<file path="src/rtl/cond_unit_pkg.sv">
// Shared encodings for the E-stage condition unit: ARM condition codes,
// NZCV bit positions and the FlagWrite field layout.
package cond_unit_pkg;

  localparam logic [3:0] COND_EQ = 4'b0000;
  localparam logic [3:0] COND_NE = 4'b0001;
  localparam logic [3:0] COND_CS = 4'b0010;
  localparam logic [3:0] COND_CC = 4'b0011;
  localparam logic [3:0] COND_MI = 4'b0100;
  localparam logic [3:0] COND_PL = 4'b0101;
  localparam logic [3:0] COND_VS = 4'b0110;
  localparam logic [3:0] COND_VC = 4'b0111;
  localparam logic [3:0] COND_HI = 4'b1000;
  localparam logic [3:0] COND_LS = 4'b1001;
  localparam logic [3:0] COND_GE = 4'b1010;
  localparam logic [3:0] COND_LT = 4'b1011;
  localparam logic [3:0] COND_GT = 4'b1100;
  localparam logic [3:0] COND_LE = 4'b1101;
  localparam logic [3:0] COND_AL = 4'b1110;
  localparam logic [3:0] COND_NV = 4'b1111;

  localparam int FLAG_N = 3;
  localparam int FLAG_Z = 2;
  localparam int FLAG_C = 1;
  localparam int FLAG_V = 0;

  // FlagWrite[1] enables the N,Z pair; FlagWrite[0] enables the C,V pair.
  localparam int FW_NZ_BIT = 1;
  localparam int FW_CV_BIT = 0;

  localparam logic [1:0] FW_NONE = 2'b00;
  localparam logic [1:0] FW_CV   = 2'b01;
  localparam logic [1:0] FW_NZ   = 2'b10;
  localparam logic [1:0] FW_ALL  = 2'b11;

endpackage

</file>
<file path="src/rtl/cond_unit_condcheck.sv">
// Combinational ARM condition-field evaluator against an NZCV flag vector.
module condcheck
  import cond_unit_pkg::*;
(
  input  logic [3:0] cond_i,
  input  logic [3:0] flags_i,
  output logic       cond_ex_o
);

  logic n, z, c, v, ge;

  assign n  = flags_i[FLAG_N];
  assign z  = flags_i[FLAG_Z];
  assign c  = flags_i[FLAG_C];
  assign v  = flags_i[FLAG_V];
  assign ge = (n == v);

  always_comb begin
    cond_ex_o = 1'b0;
    case (cond_i)
      COND_EQ: cond_ex_o = z;
      COND_NE: cond_ex_o = ~z;
      COND_CS: cond_ex_o = c;
      COND_CC: cond_ex_o = ~c;
      COND_MI: cond_ex_o = n;
      COND_PL: cond_ex_o = ~n;
      COND_VS: cond_ex_o = v;
      COND_VC: cond_ex_o = ~v;
      COND_HI: cond_ex_o = c & ~z;
      COND_LS: cond_ex_o = ~c | z;
      COND_GE: cond_ex_o = ge;
      COND_LT: cond_ex_o = ~ge;
      COND_GT: cond_ex_o = ~z & ge;
      COND_LE: cond_ex_o = z | ~ge;
      COND_AL: cond_ex_o = 1'b1;
      // Reserved NV encoding never executes.
      default: cond_ex_o = 1'b0;
    endcase
  end

endmodule

</file>
<file path="src/rtl/cond_unit.sv">
// Execute-stage condition unit: NZCV register, condition gating of the
// E-stage write controls into the E/M register, and a squashed-instruction counter.
module cond_unit
  import cond_unit_pkg::*;
#(
  parameter int CNT_W = 16
) (
  input  logic             clk,
  input  logic             reset_n,
  input  logic             ValidE,
  input  logic             StallE,
  input  logic             FlushE,
  input  logic [3:0]       CondE,
  input  logic [1:0]       FlagWriteE,
  input  logic [3:0]       ALUFlags,
  input  logic             PCSrcE,
  input  logic             RegWriteE,
  input  logic             MemWriteE,
  input  logic             BranchE,
  output logic             CondExE,
  output logic             BranchTakenE,
  output logic [3:0]       Flags,
  output logic             PCSrcM,
  output logic             RegWriteM,
  output logic             MemWriteM,
  output logic [CNT_W-1:0] SkipCount
);

  logic             live;
  logic             cond_ok;
  logic [3:0]       flags_q, flags_d;
  logic             pcsrc_q, pcsrc_d;
  logic             regwrite_q, regwrite_d;
  logic             memwrite_q, memwrite_d;
  logic [CNT_W-1:0] cnt_q, cnt_d;

  assign live = ValidE & ~StallE & ~FlushE;

  // Checked against the registered flags, so an instruction's own flag
  // write never influences its own condition.
  condcheck u_condcheck (
    .cond_i    (CondE),
    .flags_i   (flags_q),
    .cond_ex_o (cond_ok)
  );

  assign CondExE      = live & cond_ok;
  assign BranchTakenE = BranchE & CondExE;

  always_comb begin
    flags_d    = flags_q;
    pcsrc_d    = (PCSrcE | BranchE) & CondExE;
    regwrite_d = RegWriteE & CondExE;
    memwrite_d = MemWriteE & CondExE;
    cnt_d      = cnt_q;
    if (FlagWriteE[FW_NZ_BIT] && CondExE) begin
      flags_d[FLAG_N] = ALUFlags[FLAG_N];
      flags_d[FLAG_Z] = ALUFlags[FLAG_Z];
    end
    if (FlagWriteE[FW_CV_BIT] && CondExE) begin
      flags_d[FLAG_C] = ALUFlags[FLAG_C];
      flags_d[FLAG_V] = ALUFlags[FLAG_V];
    end
    if (live && !cond_ok) begin
      cnt_d = cnt_q + CNT_W'(1);
    end
  end

  always_ff @(posedge clk) begin
    if (!reset_n) begin
      flags_q    <= 4'b0000;
      pcsrc_q    <= 1'b0;
      regwrite_q <= 1'b0;
      memwrite_q <= 1'b0;
      cnt_q      <= '0;
    end else begin
      flags_q    <= flags_d;
      pcsrc_q    <= pcsrc_d;
      regwrite_q <= regwrite_d;
      memwrite_q <= memwrite_d;
      cnt_q      <= cnt_d;
    end
  end

  assign Flags     = flags_q;
  assign PCSrcM    = pcsrc_q;
  assign RegWriteM = regwrite_q;
  assign MemWriteM = memwrite_q;
  assign SkipCount = cnt_q;

endmodule
</file>
<file path="config.mk">
export PLATFORM = sky130hd
export DESIGN_NAME = cond_unit
export DESIGN_NICKNAME = d
export VERILOG_FILES = /design/src/rtl/cond_unit_pkg.sv /design/src/rtl/cond_unit_condcheck.sv /design/src/rtl/cond_unit.sv
export SDC_FILE = /design/constraint.sdc
export NUM_CORES = 1
export LEC_CHECK = 0
export ABC_AREA = 0
export BUFFER_PORTS_ARGS = -buffer_cell sky130_fd_sc_hd__buf_2
export CAP_MARGIN = 10
export CORE_MARGIN = 2
export CORE_UTILIZATION = 45
export CTS_BUF_LIST = sky130_fd_sc_hd__clkbuf_4 sky130_fd_sc_hd__clkbuf_8
export CTS_CLUSTER_SIZE = 16
export DETAILED_ROUTE_END_ITERATION = 8
export GPL_ROUTABILITY_DRIVEN = 0
export GPL_TIMING_DRIVEN = 0
export PLACE_DENSITY_LB_ADDON = 0.15
export SLEW_MARGIN = 20
export SYNTH_ARGS = -nofsm -noshare
export SYNTH_HDL_FRONTEND = slang
export SYNTH_HIERARCHICAL = 1
export SYNTH_SLANG_ARGS = --single-unit
</file>
<file path="constraint.sdc">
create_clock -name clk -period 2.6 [get_ports clk]
set_input_delay 0.13 -clock clk [delete_from_list [all_inputs] [get_ports clk]]
set_output_delay 0.13 -clock clk [all_outputs]
set_load 0.005 [all_outputs]
</file>
==> results of run 1 <==
[registers in the layout (all words and copies together) (netlist names)]
register   flops
SkipCount     16
Flags          4
MemWriteM      1
PCSrcM         1
RegWriteM      1
[synth_stat cells, drive strengths merged (2+ instances only)]
master  instances  area [µm²]
nand3           8        40.0
a21oi           3        15.0
nor3            5        25.0
nand2b          3        18.8
nand4           3        18.8
nand2          17        63.8
o21ai           4        20.0
o211ai          2        15.0
o31ai           2        15.0
and3            2        12.5
inv             2        7.51
a211o           2        17.5
xnor2           6        60.1
nor4            3        18.8
a21boi         10        75.1
xor2            5        43.8
nor2b           2        12.5
dfxtp          23         460
nor2            2        7.51
or3             6        42.5
and2            9        56.3
clkbuf          5        18.8
[report_power, final]
| part | total [W] | internal, W | switching [W] |
|---|---|---|---|
| combinational | 0.0000743 | 0.0000382 | 0.0000361 |
| sequential | 0.000355 | 0.000352 | 0.00000267 |
| clock | 0.000175 | 0.0000577 | 0.000117 |
| total | 0.000604 | 0.000448 | 0.000156 |
[layer usage]
metal	vias to the layer above	share of wire
met2	31	0.49
met3	5	0.038
met4	0	0.015
met1	568	0.46
met5	-	0
li1	609	-
[final cells by class]
class / instances / area (µm²) / share of cell area
inverters: 2 / 7.51 / 0.00459
flip-flops and latches: 23 / 473 / 0.289
clock buffers: 3 / 22.5 / 0.0138
repair buffers: 49 / 265 / 0.162
multi-input cells: 109 / 796 / 0.487
clock inverters: 1 / 5.00 / 0.00306
plain buffers: 6 / 28.8 / 0.0176
well taps: 30 / 37.5 / 0.0230
[layout by cell type (no fill, tap or decap), drive strengths merged]
cell type	n
a211o	2
a21boi	10
a21oi	3
a221oi	1
a22oi	1
and2	9
and3	2
and3b	1
and4	1
buf	52
clkbuf	6
clkinv	1
dfxtp	23
ha	1
inv	2
mux2	1
mux2i	1
nand2	17
nand2b	3
nand3	8
nand4	3
nor2	2
nor2b	2
nor3	5
nor3b	1
nor4	3
nor4b	1
nor4bb	1
o211a	1
o211ai	2
o21ai	4
o22ai	1
o31ai	2
or2b	1
or3	6
or4	1
or4b	1
xnor2	6
xor2	5
[cells by family (layout without fill, tap and decap cells)]
logic type / Yosys count / in the layout / share of synthesized area
fa+ha+maj: 1 / 1 / 0.0103
flops: 23 / 23 / 0.380
buf+inv: 8 / 61 / 0.0258
xor+xnor: 11 / 11 / 0.0857
mux: 2 / 2 / 0.0206
simple gates: 68 / 68 / 0.321
compound gates: 27 / 27 / 0.157
[stage by stage]
| step | cells | utilization | setup slack [ns] |
|---|---|---|---|
| finish | 223 | 0.648 | -0.205 |
| global route | 223 | 0.648 | -0.293 |
| CTS | 220 | 0.624 | -0.195 |
| detailed placement | 211 | 0.579 | -0.222 |
| global placement | 211 | 0.579 | -0.146 |
| floorplan | 140 | - | -0.0680 |
[worst max-delay path by stage]
stage                     cells past startpoint                          to  slack (ns)                   from
after floorplan                               8  SkipCount[15]$_SDFFE_PN0P_       -0.07  Flags[0]$_SDFFE_PN0P_
after global routing                          8  SkipCount[15]$_SDFFE_PN0P_       -0.29  Flags[0]$_SDFFE_PN0P_
after CTS                                     8  SkipCount[15]$_SDFFE_PN0P_       -0.20  Flags[2]$_SDFFE_PN0P_
after detailed placement                      8  SkipCount[15]$_SDFFE_PN0P_       -0.22  Flags[0]$_SDFFE_PN0P_
after global placement                        8  SkipCount[15]$_SDFFE_PN0P_       -0.15  Flags[0]$_SDFFE_PN0P_
final                                         8  SkipCount[15]$_SDFFE_PN0P_       -0.20  Flags[2]$_SDFFE_PN0P_
[what timing repair did]
| item | in CTS | in global routing |
|---|---|---|
| setup endpoints to repair | 13 | 13 |
| hold buffers | 0 | 0 |
| setup buffers | 5 | 3 |
| gates resized for setup | 13 | 12 |
| pin swaps | 4 | 0 |
==> impl_metrics.json, run 1 <==
{
  "slew_headroom": 0.718,
  "peakVddDrop_v": 0.000277,
  "cp-end-kind": "flip-flop",
  "grt_remaining_overflow": 0,
  "whs_path_depth": 2,
  "synthArstFlopShare": 0,
  "maxSlewViolCount": 0,
  "violations": "negative setup slack",
  "setup-tns-final_ns": -0.720,
  "root_buffer": "clkbuf_4",
  "die_y_um": 55.9,
  "r2r_end": "SkipCount[15]$_SDFFE_PN0P_",
  "fin_nets": 214,
  "cp_top_family": "simple AND/OR/NAND/NOR gates",
  "drt_iter0_drc": 22,
  "initial_utilization": 0.481,
  "period_minus_slack_ns": 2.80,
  "syn_to_final_growth_pct": 34.9,
  "grt_max_degree": 14,
  "clk_path_buf_depth": 2,
  "num_antenna_cells": 0,
  "place_hpwl_um": 2060,
  "min_to": "RegWriteM$_SDFF_PN0_",
  "leakage_nw": 0.725,
  "antenna_found_initial": 0,
  "clkTransAtPathRegs_ns": 0.13,
  "via_per_inst": 5.44,
  "finalSetupViolCount": 7,
  "rsz0062_at_grt": "true",
  "path_max_fanout": 4,
  "synth_area_per_cell_um2": 8.66,
  "path_buf_inv": 0,
  "worstSetupPathType": "flip-flop to flip-flop",
  "dr.pass1.iters": 4,
  "wl_per_cell_um": 13.4,
  "vias": 1213,
  "synthesis.area_um2": 1210,
  "ys_warn_count": 6,
  "io_pins": 44,
  "worst_r2r_path_depth": 8,
  "grt_pass1_wl_um": 5060,
  "status": "finished, violations left",
  "cpMostUsedCell": "a211o_1",
  "worst_hold_slack_ns": 0.0260,
  "timing.rr.start": "Flags[2]$_SDFFE_PN0P_",
  "power_w": 0.000604,
  "syn-num-nets": 160,
  "use_met3": 0.0209,
  "final-hold-violation-count": 0,
  "fin_crit_sh": 1.08,
  "drive_gt1_frac": 0.383,
  "start_kind": "flip-flop",
  "grt_usage": 0.200,
  "skew_ns": 0.00194,
  "n_fill_cell": 220,
  "cts-htree-levels": 1,
  "grt_use_met2": 0.332,
  "clock_sinks": 23,
  "cp.required_ns": 2.86,
  "busiest_layer": "met2",
  "die_w_um": 55.9,
  "final_area_um2": 1640,
  "dieArea_um2": 3130,
  "max_stage_delay_ns": 0.51,
  "placementRows": 18,
  "synth_cell_type_count": 41,
  "ant_nets": 0,
  "ys_seq_area_frac": 0.380,
  "netlist_instances": 140,
  "totalWireLength_um": 2980,
  "slowest_stage": "or4b_4",
  "portBuffers": 41,
  "fmax_mhz": 357,
  "ys_ff_latch": 23,
  "placed_area_um2": 1460,
  "clock_latency_ns": 0.32,
  "path_cells": "and3b_1 > a221oi_1 > a211o_1 > a211o_1 > or4b_4 > or3_4 > or4_1 > a21boi_1",
  "arrival_ns": 3.07,
  "cts_buffers": 3,
  "drv_cap": 0,
  "worst_hold_startpoint": "RegWriteE",
  "hold_path.class": "primary input to flip-flop",
  "synth_edf_count": 0,
  "power.density_nw_per_um2": 369,
  "grt_pass1_vias": 1110,
  "worstMarginPinSlew_ns": 0.423,
  "r2r_slack_ns": -0.20,
  "post-route-drc-count": 0,
  "timing.final.ws_setup_ns": -0.205,
  "core_um2": 2520,
  "cts_tree": "yes",
  "ys.flop_type": "dfxtp_1",
  "groute.layer.met1.usage": 0.271
}
(Power assumes the default switching activity.)
==> run 2, diff against run 1 <==
--- a/config.mk
+++ b/config.mk
@@ -9,13 +9,14 @@
 export BUFFER_PORTS_ARGS = -buffer_cell sky130_fd_sc_hd__buf_2
 export CAP_MARGIN = 10
 export CORE_MARGIN = 2
-export CORE_UTILIZATION = 45
+export CORE_UTILIZATION = 46
 export CTS_BUF_LIST = sky130_fd_sc_hd__clkbuf_4 sky130_fd_sc_hd__clkbuf_8
 export CTS_CLUSTER_SIZE = 16
 export DETAILED_ROUTE_END_ITERATION = 8
 export GPL_ROUTABILITY_DRIVEN = 0
 export GPL_TIMING_DRIVEN = 0
 export PLACE_DENSITY_LB_ADDON = 0.15
+export SETUP_SLACK_MARGIN = 0.02
 export SLEW_MARGIN = 20
 export SYNTH_ARGS = -nofsm -noshare
 export SYNTH_HDL_FRONTEND = slang
==> run 2 against run 1 <==
Against the previous run:
- the run still ends with negative setup slack left
- cell area decreased by 2.4%
- worst setup slack improved by 0.048 ns
- fmax up 1.7%
- utilization shrank 0.44 points
- power down 2.8%
- via count is 0.99% lower
- critical path type unchanged
==> impl_metrics.json, run 2 (same netlist as run 1, synthesis figures left out) <==
{
  "ant_nets": 0,
  "arrival_ns": 3.01,
  "dp.cells": 211,
  "grt_pass1_wl_um": 5140,
  "drive_gt1_frac": 0.370,
  "num_antenna_cells": 0,
  "place_worst_setup_slack_ns": -0.222,
  "die_w_um": 55.3,
  "finalSetupViolCount": 3,
  "cp-end-kind": "flip-flop",
  "clk_path_buf_depth": 2,
  "clock_sinks": 23,
  "fmax_mhz": 363,
  "maxSlewViolCount": 0,
  "totalWireLength_um": 2800,
  "grt_remaining_overflow": 0,
  "clkTransAtPathRegs_ns": 0.13,
  "skew_ns": 0.0115,
  "n_fill_cell": 223,
  "stdcell_count": 219,
  "final_cell_mix": "buf_2 (43), dfxtp_1 (19), nand2_1 (17)",
  "status": "finished, violations left",
  "drv_cap": 0,
  "clock_latency_ns": 0.31,
  "initial_utilization": 0.489,
  "grt_pass1_vias": 1167,
  "period_minus_slack_ns": 2.76,
  "cts-htree-levels": 1,
  "core_um2": 2480,
  "final_common_cell": "buf_2",
  "wl_per_cell_um": 12.8,
  "vias": 1201,
  "start_kind": "flip-flop",
  "largest_reg_flops": 16,
  "place_hpwl_um": 2100,
  "fin_nets": 210,
  "hold_buffers": 0,
  "slew_headroom": 0.677,
  "path_max_fanout": 5,
  "placementRows": 18,
  "syn_to_final_growth_pct": 31.6,
  "root_buffer": "clkbuf_4",
  "cts_tree": "yes",
  "peakVddDrop_v": 0.000282,
  "post-route-drc-count": 0,
  "cp.required_ns": 2.86,
  "via_per_inst": 5.48,
  "antenna_found_initial": 0,
  "dr.pass1.iters": 4,
  "worstMarginPinSlew_ns": 0.477,
  "dieArea_um2": 3060,
  "multiInputGateArea_um2": 791,
  "rsz0062_at_grt": "true",
  "fin_crit_sh": 1.06,
  "cts_buffers": 3,
  "regArea_um2": 470,
  "timing.final.ws_setup_ns": -0.157,
  "io_pins": 44,
  "die_y_um": 55.3,
  "final-hold-violation-count": 0,
  "grt_max_degree": 14,
  "grt_usage": 0.203,
  "drt_iter0_drc": 40,
  "leakage_nw": 0.705,
  "power.density_nw_per_um2": 368,
  "portBuffers": 41,
  "worstSetupPathType": "flip-flop to flip-flop",
  "hold_path.class": "primary input to flip-flop",
  "violations": "negative setup slack"
}
==> run 2: worst paths after layout <==
path | startpoint | end | slack, ns | depth (start not counted)
worst max-delay path | Flags[3]$_SDFFE_PN0P_ | SkipCount[15]$_SDFFE_PN0P_ | -0.16 | 8
worst min-delay path | MemWriteE | MemWriteM$_SDFF_PN0_ | 0.03 | 2
worst max register to register | Flags[3]$_SDFFE_PN0P_ | SkipCount[15]$_SDFFE_PN0P_ | -0.16 | 8
worst min register to register | Flags[1]$_SDFFE_PN0P_ | Flags[1]$_SDFFE_PN0P_ | 0.50 | 2
==> run 2: what timing repair did <==
action,CTS,global route
buffers inserted,4,0
endpoints found under the setup margin,13,17
endpoints found under the hold margin,0,0
gates resized for setup,13,9
pin swaps,7,1
==> run 2: final cells by class <==
| class | count | area share |
|---|---|---|
| clock inverters | 1 | 0.00314 |
| flip-flops and latches | 23 | 0.295 |
| well taps | 30 | 0.0235 |
| inverters | 2 | 0.00471 |
| multi-input cells | 109 | 0.496 |
| plain buffers | 6 | 0.0165 |
| clock buffers | 3 | 0.0141 |
| repair buffers | 45 | 0.147 |
==> run 2: power by group <==
group,leakage [nW],total (W),internal (W),switching [W]
sequential,0.188,0.000356,0.000353,0.00000262
combinational,0.499,0.0000661,0.0000333,0.0000328
clock,0.0177,0.000165,0.0000574,0.000108
==> run 2: per-stage QoR <==
| stage | TNS (ns) | hold WS, ns | utilization | instance area (µm²) | total power (W) |
|---|---|---|---|---|---|
| 6_report | -0.239 | 0.0347 | 0.644 | 1600 | 0.000587 |
| 4_1_cts | -0.639 | 0.0213 | 0.632 | 1570 | 0.000596 |
| 3_5_place_dp | -1.46 | 0.362 | 0.589 | 1460 | 0.000425 |
| 2_1_floorplan | -0.0844 | 0.268 | - | 1220 | 0.000398 |
| 3_3_place_gp | -0.888 | 0.353 | 0.589 | 1460 | 0.000422 |
| 5_1_grt | -1.40 | 0.0188 | 0.644 | 1600 | 0.000620 |
==> run 2: critical path, cell delays in order (launching register included) <==
cell and delay (ns):
dfxtp_4 0.40, mux2_4 0.27, a21oi_2 0.13, o211ai_1 0.10
a211o_1 0.32, or4b_4 0.50, or3_4 0.36, or4_4 0.51
a21boi_1 0.13
==> run 2: metal layers <==
| metal | vias to the layer above | global-route usage | wire length (µm) |
|---|---|---|---|
| li1 | 599 | - | - |
| met3 | 4 | 0.0422 | 126 |
| met2 | 33 | 0.378 | 1470 |
| met5 | - | 0 | 0 |
| met4 | 0 | 0.0697 | 21 |
| met1 | 565 | 0.227 | 1190 |
==> run 3, diff against run 2 <==
--- a/config.mk
+++ b/config.mk
@@ -9,7 +9,7 @@
 export BUFFER_PORTS_ARGS = -buffer_cell sky130_fd_sc_hd__buf_2
 export CAP_MARGIN = 10
 export CORE_MARGIN = 2
-export CORE_UTILIZATION = 46
+export CORE_UTILIZATION = 48
 export CTS_BUF_LIST = sky130_fd_sc_hd__clkbuf_4 sky130_fd_sc_hd__clkbuf_8
 export CTS_CLUSTER_SIZE = 16
 export DETAILED_ROUTE_END_ITERATION = 8
@@ -20,5 +20,4 @@
 export SLEW_MARGIN = 20
 export SYNTH_ARGS = -nofsm -noshare
 export SYNTH_HDL_FRONTEND = slang
-export SYNTH_HIERARCHICAL = 1
 export SYNTH_SLANG_ARGS = --single-unit
==> run 3 against run 2 <==
Against the previous run:
- the run now ends clean
- flip-flop and latch count did not move
- count of clock-buffer cells in the layout rose by 1
- power increased by 7.3%
- cell area up 7.6%
- clock power up 12%
- sequential share of layout area decreased by 2.7 points
- worst hold slack worse by 0.025 ns
- via count rose by 19%
- global-route usage up 0.82 points
- die area grew 11%
- register-to-register slack improved by 0.57 ns
- critical path type is now flip-flop to output pin
- largest power group unchanged
==> impl_metrics.json, run 3 <==
{
  "portBuffers": 42,
  "synth_edf_count": 0,
  "rsz0062_at_grt": "false",
  "final-hold-violation-count": 0,
  "synth_cell_type_count": 33,
  "peakVddDrop_v": 0.000307,
  "synthesis.area_um2": 1420,
  "slew_headroom": 0.517,
  "timing.final.ws_setup_ns": 0.161,
  "grt_remaining_overflow": 0,
  "post_cts_buffers": 0,
  "dr.pass1.iters": 4,
  "syn_to_final_growth_pct": 20.8,
  "cts_tree": "yes",
  "drv_cap": 0,
  "fin_crit_sh": 0.938,
  "synthArstFlopShare": 0,
  "clkTransAtPathRegs_ns": 0.13,
  "hold_buffers": 0,
  "whs_path_depth": 3,
  "yosys.area.top_type": "dfxtp_1",
  "maxSlewViolCount": 0,
  "largest_reg_flops": 16,
  "status": "finished clean",
  "post-route-drc-count": 0,
  "syn-num-nets": 193,
  "place_worst_setup_slack_ns": 0.339,
  "fin_util": 0.617,
  "cp-end-kind": "output pin",
  "worstSetupPathType": "flip-flop to output pin",
  "synth_top_area_share": 0.324,
  "setup-tns-final_ns": 0,
  "skew_ns": 0.00433,
  "worst_hold_startpoint": "MemWriteE",
  "r2r_end": "SkipCount[11]$_SDFFE_PN0P_",
  "dieArea_um2": 3410,
  "synthTopCellsByArea": "dfxtp_1 (32%), mux2i_1 (15%), nand2_1 (8.5%)",
  "die_w_um": 58.4,
  "initial_utilization": 0.511,
  "ys_warn_count": 0,
  "root_buffer": "clkbuf_4",
  "clk_path_buf_depth": 2,
  "placed_area_um2": 1670,
  "antenna_found_initial": 0,
  "placementRows": 19,
  "final_area_um2": 1720,
  "final_common_cell": "buf_2",
  "grt_usage": 0.211,
  "slowest_stage": "a311oi_4",
  "fin_nets": 240,
  "vias": 1435,
  "totalWireLength_um": 3390,
  "ys_seq_area_frac": 0.324,
  "grt_pass1_vias": 1310,
  "drt_iter0_drc": 68,
  "synth_area_per_cell_um2": 8.22,
  "ys_ff_latch": 23,
  "start_kind": "flip-flop",
  "finalSetupViolCount": 0,
  "final_cell_mix": "buf_2 (46), nand2_1 (32), dfxtp_1 (23)",
  "yosys-top-cells-count": "nand2_1 (32), dfxtp_1 (23), mux2i_1 (21), nand2b_1 (16), nor4_1 (13)",
  "leakage_nw": 0.774,
  "ys.flop_type": "dfxtp_1",
  "ant_nets": 0,
  "hold_path.class": "primary input to flip-flop",
  "worst_hold_slack_ns": 0.00943,
  "arrival_ns": 2.31,
  "worstMarginPinSlew_ns": 0.720,
  "clock_sinks": 23,
  "yosysMostFrequentCell": "nand2_1",
  "path_cells": "clkbuf_1 > xor2_1 > o221a_2 > a311oi_4 > o31ai_2 > nor2_1 > buf_2",
  "timing.rr.start": "Flags[0]$_SDFFE_PN0P_",
  "wl_per_cell_um": 13.6,
  "cts-htree-levels": 1,
  "place_hpwl_um": 2570,
  "io_pins": 44,
  "cts_buffers": 3,
  "power.density_nw_per_um2": 367,
  "drive_gt1_frac": 0.256,
  "core_um2": 2780,
  "fmax_mhz": 410,
  "clock_latency_ns": 0.32,
  "n_fill_cell": 273,
  "period_minus_slack_ns": 2.44,
  "min_to": "MemWriteM$_SDFF_PN0_",
  "num_antenna_cells": 0,
  "die_y_um": 58.4,
  "r2r_slack_ns": 0.41,
  "path_max_fanout": 9,
  "grt_max_degree": 13,
  "worst_r2r_path_depth": 7,
  "max_stage_delay_ns": 0.45,
  "via_per_inst": 5.74,
  "cp.required_ns": 2.47,
  "netlist_instances": 173,
  "grt_pass1_wl_um": 5680
}
-- run 3: cell type report --
class | count | area, µm² | area share
flip-flops and latches | 23 | 460 | 0.268
well taps | 31 | 38.8 | 0.0226
inverters | 3 | 11.3 | 0.00656
multi-input cells | 135 | 912 | 0.531
clock buffers | 4 | 30.0 | 0.0175
repair buffers | 42 | 210 | 0.122
plain buffers | 12 | 53.8 | 0.0313
-- run 3: metal layers --
layer,track usage,vias to the layer above,part of all wire
li1,-,718,-
met1,0.275,666,0.45
met2,0.360,42,0.48
met3,0.0264,9,0.052
met4,0.0731,0,0.017
met5,0,-,0
-- run 3: power breakdown --
group	total, W	internal, W	switching (W)
Sequential	0.000357	0.000355	0.00000212
Clock	0.000184	0.0000705	0.000113
Combinational	0.0000895	0.0000349	0.0000547
Total	0.000630	0.000460	0.000170
-- run 3: how the worst max path moves through the flow --
| stage | slack, ns | cells after the start | endpoint | from |
|---|---|---|---|---|
| after floorplan | 0.69 | 7 | SkipCount[11]$_SDFFE_PN0P_ | Flags[0]$_SDFFE_PN0P_ |
| after global placement | 0.41 | 7 | SkipCount[15]$_SDFFE_PN0P_ | Flags[0]$_SDFFE_PN0P_ |
| after detailed placement | 0.34 | 7 | SkipCount[11]$_SDFFE_PN0P_ | Flags[0]$_SDFFE_PN0P_ |
| after CTS | 0.05 | 6 | BranchTakenE | Flags[1]$_SDFFE_PN0P_ |
| after global routing | 0.01 | 7 | BranchTakenE | Flags[0]$_SDFFE_PN0P_ |
| final | 0.16 | 7 | BranchTakenE | Flags[0]$_SDFFE_PN0P_ |
-- run 3: metrics by stage --
stage	power (W)	cells
finish	0.000630	250
global route	0.000661	250
CTS	0.000635	250
detailed placement	0.000451	246
global placement	0.000447	246
floorplan	0.000418	173
-- run 3: cell families (layout without fill, tap and decap cells) --
family | Yosys count | after routing | share of synthesized area
compound gates | 10 | 10 | 0.0660
xor+xnor | 3 | 3 | 0.0185
fa+ha+maj | 1 | 1 | 0.00880
buf+inv | 15 | 61 | 0.0458
flops | 23 | 23 | 0.324
mux | 21 | 21 | 0.148
simple gates | 100 | 100 | 0.389
-- run 3: repair_timing --
action,CTS,global route
pin swaps,1,0
endpoints found under the setup margin,1,2
resized for setup,1,2
-- run 3: worst max-delay path, delay by kind of cell, from the launching register on --
kind	cells	cell delay, ns
AND/OR/NAND/NOR	1	0.11
XOR/XNOR	1	0.14
flip-flops	1	0.35
buffers and inverters	2	0.39
AO/OA/AOI/OAI	3	0.99
